<file path="src/rtl/beat_pkg.sv">
// Shared types for the beat detector.
// Holds the slope-tracking FSM state encoding.
package beat_pkg;

    typedef enum logic [1:0] {
        INIT,
        RISING,
        FALLING
    } beat_state_t;

endpackage

</file>
<file path="src/rtl/sat_counter.sv">
// Saturating up-counter with async reset and sync clear.
// Holds at all-ones instead of wrapping.
module sat_counter #(
    parameter int N = 10
) (
    input  logic         clk,
    input  logic         reset,
    input  logic         clr,
    input  logic         inc,
    output logic [N-1:0] q
);

    logic [N-1:0] q_q;
    logic [N-1:0] q_d;

    // Next count: clear wins, increment stops at all-ones
    always_comb begin
        q_d = q_q;
        if (clr) begin
            q_d = '0;
        end else if (inc && (q_q != '1)) begin
            q_d = q_q + N'(1);
        end
    end

    // Count register
    always_ff @(posedge clk or posedge reset) begin
        if (reset) begin
            q_q <= '0;
        end else begin
            q_q <= q_d;
        end
    end

    assign q = q_q;

endmodule

</file>
<file path="src/rtl/beat_detector.sv">
// Peak/trough detector with amplitude hysteresis, peak refractory
// window and inter-peak interval measurement.
module beat_detector
    import beat_pkg::*;
#(
    parameter int W       = 10,
    parameter int HYST    = 8,
    parameter int MIN_GAP = 4,
    parameter int CNT_W   = 10,
    parameter int IW      = 12
) (
    input  logic             clk,
    input  logic             reset,
    input  logic             clear,
    input  logic             sample_valid,
    input  logic [W-1:0]     sample,
    output logic             peak_pulse,
    output logic             trough_pulse,
    output logic [CNT_W-1:0] peak_count,
    output logic [CNT_W-1:0] trough_count,
    output logic [IW-1:0]    interval,
    output logic             interval_valid
);

    localparam logic [W-1:0]  HYST_W    = W'(HYST);
    localparam logic [IW-1:0] MIN_GAP_W = IW'(MIN_GAP);

    beat_state_t   state_q, state_d;
    logic [W-1:0]  ext_q, ext_d;
    logic [IW-1:0] gap_q, gap_d;
    logic          have_peak_q, have_peak_d;
    logic [IW-1:0] interval_q, interval_d;
    logic          interval_valid_q, interval_valid_d;
    logic          peak_pulse_q, peak_pulse_d;
    logic          trough_pulse_q, trough_pulse_d;
    logic [IW-1:0] gap_next;
    logic          cand;

    // Track the running extreme, classify turns and apply refractory
    always_comb begin
        state_d          = state_q;
        ext_d            = ext_q;
        gap_d            = gap_q;
        have_peak_d      = have_peak_q;
        interval_d       = interval_q;
        interval_valid_d = interval_valid_q;
        peak_pulse_d     = 1'b0;
        trough_pulse_d   = 1'b0;
        cand             = 1'b0;
        gap_next         = (gap_q == '1) ? gap_q : gap_q + IW'(1);

        if (clear) begin
            state_d          = INIT;
            gap_d            = '0;
            have_peak_d      = 1'b0;
            interval_d       = '0;
            interval_valid_d = 1'b0;
        end else if (sample_valid) begin
            case (state_q)
                INIT: begin
                    ext_d   = sample;
                    state_d = RISING;
                end
                RISING: begin
                    if (sample > ext_q) begin
                        ext_d = sample;
                    end else if ((ext_q - sample) >= HYST_W) begin
                        cand    = 1'b1;
                        ext_d   = sample;
                        state_d = FALLING;
                    end
                end
                FALLING: begin
                    if (sample < ext_q) begin
                        ext_d = sample;
                    end else if ((sample - ext_q) >= HYST_W) begin
                        trough_pulse_d = 1'b1;
                        ext_d          = sample;
                        state_d        = RISING;
                    end
                end
                default: begin
                    state_d = INIT;
                end
            endcase

            if (cand && ((gap_next >= MIN_GAP_W) || !have_peak_q)) begin
                peak_pulse_d = 1'b1;
                gap_d        = '0;
                if (have_peak_q) begin
                    interval_d       = gap_next;
                    interval_valid_d = 1'b1;
                end
                have_peak_d = 1'b1;
            end else begin
                gap_d = gap_next;
            end
        end
    end

    // Detector state and registered outputs
    always_ff @(posedge clk or posedge reset) begin
        if (reset) begin
            state_q          <= INIT;
            ext_q            <= '0;
            gap_q            <= '0;
            have_peak_q      <= 1'b0;
            interval_q       <= '0;
            interval_valid_q <= 1'b0;
            peak_pulse_q     <= 1'b0;
            trough_pulse_q   <= 1'b0;
        end else begin
            state_q          <= state_d;
            ext_q            <= ext_d;
            gap_q            <= gap_d;
            have_peak_q      <= have_peak_d;
            interval_q       <= interval_d;
            interval_valid_q <= interval_valid_d;
            peak_pulse_q     <= peak_pulse_d;
            trough_pulse_q   <= trough_pulse_d;
        end
    end

    sat_counter #(.N(CNT_W)) u_peak_cnt (
        .clk   (clk),
        .reset (reset),
        .clr   (clear),
        .inc   (peak_pulse_d),
        .q     (peak_count)
    );

    sat_counter #(.N(CNT_W)) u_trough_cnt (
        .clk   (clk),
        .reset (reset),
        .clr   (clear),
        .inc   (trough_pulse_d),
        .q     (trough_count)
    );

    assign peak_pulse     = peak_pulse_q;
    assign trough_pulse   = trough_pulse_q;
    assign interval       = interval_q;
    assign interval_valid = interval_valid_q;

endmodule

</file>
<file path="config.mk">
export PLATFORM = sky130hd
export DESIGN_NAME = beat_detector
export DESIGN_NICKNAME = d
export VERILOG_FILES = /design/src/rtl/beat_pkg.sv /design/src/rtl/sat_counter.sv /design/src/rtl/beat_detector.sv
export SDC_FILE = /design/constraint.sdc
export NUM_CORES = 1
export LEC_CHECK = 0
export CAP_MARGIN = 20
export CELL_PAD_IN_SITES_DETAIL_PLACEMENT = 0
export CELL_PAD_IN_SITES_GLOBAL_PLACEMENT = 1
export CORE_ASPECT_RATIO = 1.1
export CORE_MARGIN = 1
export CORE_UTILIZATION = 47
export DETAILED_ROUTE_END_ITERATION = 8
export PLACE_DENSITY = 0.9
export SLEW_MARGIN = 15
export SYNTH_ARGS = -nofsm -noshare
export SYNTH_HDL_FRONTEND = slang
export SYNTH_SLANG_ARGS = --single-unit
</file>
<file path="constraint.sdc">
create_clock -name clk -period 5.17 [get_ports clk]
set_clock_uncertainty 0.1 [all_clocks]
set_input_delay 0.7755 -clock clk [delete_from_list [all_inputs] [get_ports clk]]
set_output_delay 0.7755 -clock clk [all_outputs]
set_load 0.05 [all_outputs]
</file>
==> reports/metrics.yaml, run 1 <==
clock_tree:
  cts_buffers: 9
  cts.path.max_buffers: 2
  cts_resized: 0
  htree_levels: 3
  postCtsHoldBufs: 0
  clk_latency_ps: 330
  cts.sinks: 60
  postCtsSetupBuffers: 0
  path_clk_slew_ps: 70
  root_buffer: "clkbuf_8"
  cts_tree: "done"
job:
  max_cap_violations: 0
critical_path:
  timing.rr.end: "interval[11]$_DFFE_PP0P_"
  crit_type: "input pin to flip-flop"
  critical_path.max_fanout: 28
  endpoint_kind: "flip-flop"
  r2r-start: "ext_q[4]$_DFFE_PP0P_"
  start_kind: "input pin"
  cpPeakStageDelay_ps: 510
  reg2reg_depth: 10
  ff2ff_setup_slack_ps: 1540
  critical_path_arrival_ps: 4410
  cp_cell_sequence: "clkdlybuf4s50_1 > inv_1 > ha_1 > and3_1 > nand2_1 > a21oi_1 > o41ai_1 > o21ai_0 > a211oi_2 > buf_4 > nand3_1 > a2bb2o_1"
  endpoint: "interval[11]$_DFFE_PP0P_"
  cp.required_ps: 5350
  critPathSlowestCell: "o41ai_1"
  startpoint: "sample[5]"
yosys:
  ys.flop_type: "dfrtp_1"
  synth_warnings: 0
  ys_top_cells_by_count: "dfrtp_1 (60), nand2_1 (41), inv_1 (37)"
  synthArstFlopShare_pct: 100
  synth_top_family_by_area: "simple AND/OR/NAND/NOR gates"
  synth.top_cell.area_share_pct: 36.4
  synth-xor-area-share_pct: 1.70
  synth_adder_area_share_pct: 7.16
  ys_ff_latch: 60
  synthSimpleGateAreaFrac_pct: 20.0
  synthMuxAreaShare_pct: 7.95
  ys_types: 61
  syn_area_per_cell_um2: 9.06
  syn-num-nets: 492
  yosys-top-cells-area: "dfrtp_1 (36%), ha_1 (6.7%), mux2i_1 (6.3%)"
  seq_area_frac_synth_pct: 36.4
  yosysMostFrequentCell: "dfrtp_1"
  netlist_area_um2: 4120
  synth_compound_area_share_pct: 19.9
  postSynthCellCount: 455
  synth-edff-count: 0
  yosysTopAreaCell: "dfrtp_1"
detailed_routing:
  met1Wirelength_mm: 4.21
  drt-initial-drc-count: 198
  wl_mm: 9.41
  dr_wl_met2_mm: 4.58
  firstDrtPassIters: 4
  wl_per_cell_um: 15.4
  avgViaCountPerCell: 5.79
  dr_wl_met3_um: 421
  top_layer: "met4"
  antenna_left: 0
  drc: 0
  dr_total_vias: 3541
finish:
  drive_above_1_share_pct: 7.58
  final_nets: 533
  antenna_cells: 0
  area_delta_synth_final_pct: 17.4
floorplan:
  die_area_um2: 9150
  coreArea_um2: 8450
  num_io_pins: 49
  fp-row-count: 35
  die_y_um: 100
  die_w_um: 91.3
  start_util_pct: 48.8
power:
  p_leak_uw: 0.00233
  vdd_drop_max_v: 0.000163
  power.density_nw_per_um2: 259
global_routing:
  grt_pass1_vias: 3486
  grt-ovfl-total: 0
  track_usage_pct: 21.8
  antenna_found_initial: 0
  grt_pass1_wl_mm: 16.0
  grt_max_degree: 50
timing:
  final_max_slew_viol_count: 0
  tns_ps: 0
  finalHoldViolCount: 0
  worstMarginPinSlew_ps: 767
  max_freq_mhz: 236
  period_minus_slack_ps: 4240
  slew_headroom_pct: 48.7
  rsz0062_at_grt: "false"
  finalSetupViolCount: 0
  period_share_pct: 81.9
  whs_ps: 400
placed_design:
  gp_congestion: 0.884
  port-buffer-count: 48
  dp_hpwl_mm: 6.80
worst_hold_path:
  hold_class: "flip-flop to flip-flop"
outcome:
  status: "completed"
==> sequential cells by signal, summed over array words and instances, names as in the netlist <==
name / cells
u_trough_cnt.q: 10
u_peak_cnt.q: 10
interval_valid: 1
gap_q: 12
have_peak_q: 1
state_q: 2
interval: 12
ext_q: 10
trough_pulse: 1
peak_pulse: 1
==> cell usage in the layout, fill, tap and decap left out, types with 11 or more instances in the layout <==
cell	netlist	final
ha_1	22	22
nor2b_1	11	11
nand2_1	41	41
and3_1	15	15
o21ai_0	16	16
mux2i_1	26	26
inv_1	37	36
nor2_1	27	27
nand4_1	13	13
clkdlybuf4s50_1	0	48
nand3_1	16	16
a21oi_1	13	13
dfrtp_1	60	60
==> logic make-up (layout without fill, tap and decap cells) <==
family	Yosys count	after routing
simple gates	162	162
fa+ha+maj	23	23
mux	32	32
xor+xnor	8	8
buf+inv	61	107
compound gates	109	109
flops	60	60
==> layout make-up <==
type / count / area [µm²]
Clock inverter: 6 / 63.8
Multi-Input combinational cell: 334 / 2340
Fill cell: 753 / 3610
Inverter: 37 / 139
Clock buffer: 10 / 128
Tap cell: 111 / 139
Timing Repair Buffer: 54 / 526
Sequential cell: 60 / 1500
==> per-layer routing <==
metal	vias up	GRT usage, %
li1	1720	-
met1	1703	27.1
met2	93	37.9
met3	25	4.09
met4	0	8.06
met5	-	0
==> through the flow <==
stage	setup WS [ps]	std cells	power, µW	area, µm²	util, %
final	935	612	1260	4840	57.3
after global routing	690	612	1330	4840	57.3
after CTS	882	612	1260	4830	57.2
after detailed placement	537	596	843	4640	54.9
after global placement	610	596	838	4640	54.9
after floorplan	1810	455	769	4120	-
==> worst min path at each step <==
stage / slack (ps) / cells past startpoint / endpoint / start
CTS: 400 / 1 / interval[4]$_DFFE_PP0P_ / interval[4]$_DFFE_PP0P_
global route: 420 / 1 / interval[1]$_DFFE_PP0P_ / interval[1]$_DFFE_PP0P_
global placement: 380 / 1 / interval[11]$_DFFE_PP0P_ / interval[11]$_DFFE_PP0P_
detailed placement: 380 / 1 / interval[4]$_DFFE_PP0P_ / interval[4]$_DFFE_PP0P_
finish: 400 / 1 / interval[4]$_DFFE_PP0P_ / interval[4]$_DFFE_PP0P_
floorplan: 360 / 1 / ext_q[9]$_DFFE_PP0P_ / ext_q[9]$_DFFE_PP0P_
==> power by group <==
part,internal [µW],switching (µW)
Clock,223,196
Sequential,488,16.3
Combinational,129,204
==> critical path: cells and delay by family <==
family | cells | cell delay [ps]
fa+ha+maj | 1 | 430
compound gates | 5 | 1540
simple gates | 3 | 810
buf+inv | 3 | 860
Power figures use the tool's default switching activity.
==> run 2, diff against run 1 <==
- CORE_UTILIZATION: 47 -> 43
- PLACE_DENSITY: 0.9 -> 0.83
- clock period: 5.17 -> 4.4 ns (I/O delays scaled with it)
==> reports/metrics.yaml, run 2 (synthesis gave the netlist of run 1 again) <==
finish:
  drive_above_1_share_pct: 8.68  # +1.1 points
  final_cell_mix: "dfrtp_1 (60), clkdlybuf4s50_1 (48), nand2_1 (41), inv_1 (36), nor2_1 (27)"
  area_delta_synth_final_pct: 19.3
  fillers: 889  # +18%
  final_nets: 541  # +1.5%
  final_cell_count_no_fill: 624  # +2.0%
  final_common_cell: "dfrtp_1"
  antenna_cells: 0  # unchanged
critical_path:
  endpoint_kind: "flip-flop"
  critical_path.max_fanout: 11  # -61%
  crit_type: "input pin to flip-flop"
  start_kind: "input pin"
  cp.required_ps: 4510  # -840 ps
  critical_path_arrival_ps: 3850  # -560 ps
placed_design:
  dpl.cell_count: 610  # +2.3%
  port-buffer-count: 48  # unchanged
  dp_hpwl_mm: 7.18  # +5.6%
  gp_congestion: 0.908  # +2.7%
floorplan:
  die_y_um: 105  # +4.5%
  start_util_pct: 44.1  # -4.7 points
  fp-row-count: 37  # +5.7%
  die_w_um: 95.3  # +4.4%
  num_io_pins: 49  # unchanged
  die_area_um2: 9980  # +9.1%
  coreArea_um2: 9350  # +11%
power:
  p_leak_uw: 0.00239  # +2.2%
  internal_power_uw: 1050  # +25%
  vdd_drop_max_v: 0.000156  # -4.4%
  p_sw_uw: 475  # +14%
  power.density_nw_per_um2: 310  # +20%
  clockPowerShare_pct: 34.5  # +1.2 points
  combPwrFrac_pct: 26.6  # about the same
  swShare_pct: 31.1  # -2.0 points
  seqPwrFrac_pct: 38.9  # -1.3 points
timing:
  worstMarginPinSlew_ps: 948  # +181 ps
  tns_ps: 0  # unchanged
  finalSetupViolCount: 0  # unchanged
  slew_headroom_pct: 36.7  # -12 points
  period_share_pct: 85.0
  finalHoldViolCount: 0  # unchanged
  period_minus_slack_ps: 3740
  rsz0062_at_grt: "false"
  whs_ps: 389  # -11.8 ps
  final_max_slew_viol_count: 0  # unchanged
  max_freq_mhz: 267
clock_tree:
  cts.path.max_buffers: 2  # unchanged
  cts.sinks: 60  # unchanged
  postCtsSetupBuffers: 0  # unchanged
  root_buffer: "clkbuf_8"
  cts_tree: "done"
  path_clk_slew_ps: 60  # about the same
  cts_resized: 0  # unchanged
  cts_buffers: 9  # unchanged
  htree_levels: 3  # unchanged
  clk_latency_ps: 330  # about the same
  postCtsHoldBufs: 0  # unchanged
detailed_routing:
  dr_total_vias: 3528  # -0.37%
  drt-initial-drc-count: 169  # -15%
  antenna_left: 0  # unchanged
  firstDrtPassIters: 4  # unchanged
  drc: 0  # unchanged
  wl_per_cell_um: 15.7  # +2.0%
  avgViaCountPerCell: 5.65  # -2.3%
  wl_mm: 9.79  # +4.0%
global_routing:
  grt_pass1_wl_mm: 16.2  # +0.82%
  grt_max_degree: 44  # -12%
  antenna_found_initial: 0  # unchanged
  grt_pass1_vias: 3446  # -1.1%
  grt-ovfl-total: 0  # unchanged
  track_usage_pct: 20.6  # -1.2 points
outcome:
  status: "completed"
worst_hold_path:
  hold_class: "flip-flop to flip-flop"
job:
  max_cap_violations: 0  # unchanged
[run 2: changes by cell type in the layout (fill, tap and decap cells not counted)]
cell	delta
a31oi_1	+1
a31oi_2	-1
buf_4	+8
clkbuf_1	-1
clkbuf_8	+4
clkinv_2	-2
clkinvlp_4	-2
inv_6	-1
[run 2: critical path, stage by stage]
cell and delay [ps]:
clkdlybuf4s50_1 480, inv_1 60, ha_1 430, and3_1 310
nand2_1 90, a21oi_1 50, o41ai_1 500, o21ai_0 240
a211oi_2 320, buf_4 230, nor2_1 80, a221o_1 370
[run 2: per-layer routing]
metal | vias to the layer above | track usage [%] | share of wire, % | wire length [µm]
met1 | 1708 | 26.6 | 46 | 4540
met3 | 14 | 4.73 | 3.8 | 367
li1 | 1741 | - | - | -
met4 | 0 | 6.28 | 1.9 | 183
met2 | 65 | 33.7 | 48 | 4690
met5 | - | 0 | 0 | 0
[run 2: area by class of cell]
type,instances,area [µm²],share of cell area (%)
Clock buffer,13,179,3.64
Clock inverter,1,30.0,0.611
Inverter,37,139,2.82
Multi-Input combinational cell,334,2340,47.5
Sequential cell,60,1500,30.5
Tap cell,117,146,2.98
Timing Repair Buffer,62,586,11.9
[run 2: stage by stage]
step / total power (µW) / setup WS [ps] / area [µm²] / util [%]
global route: 1620 / 453 / 4920 / 52.6
global placement: 1010 / 412 / 4710 / 50.4
detailed placement: 1010 / 355 / 4710 / 50.4
floorplan: 903 / 1160 / 4120 / -
CTS: 1540 / 695 / 4920 / 52.6
finish: 1530 / 658 / 4920 / 52.6
[run 2: power groups by stage]
stage	combinational (µW)	clock, µW	sequential, µW
after floorplan	297	0	607
final	405	527	594
after CTS	406	545	594
after detailed placement	404	0	604
after global placement	404	0	602
after global routing	452	566	597
[run 2: path summary, 6_finish.rpt]
check	cells after the start	startpoint	slack, ps	endpoint
setup / recovery	12	sample[5]	660	gap_q[3]$_DFFE_PP0P_
hold / removal	1	interval[8]$_DFFE_PP0P_	390	interval[8]$_DFFE_PP0P_
hold reg to reg	1	interval[8]$_DFFE_PP0P_	390	interval[8]$_DFFE_PP0P_
max in group asynchronous	3	reset	2650	interval[3]$_DFFE_PP0P_
setup reg to reg	10	gap_q[0]$_DFFE_PP0P_	1150	interval[5]$_DFFE_PP0P_
min in group asynchronous	2	reset	760	ext_q[5]$_DFFE_PP0P_
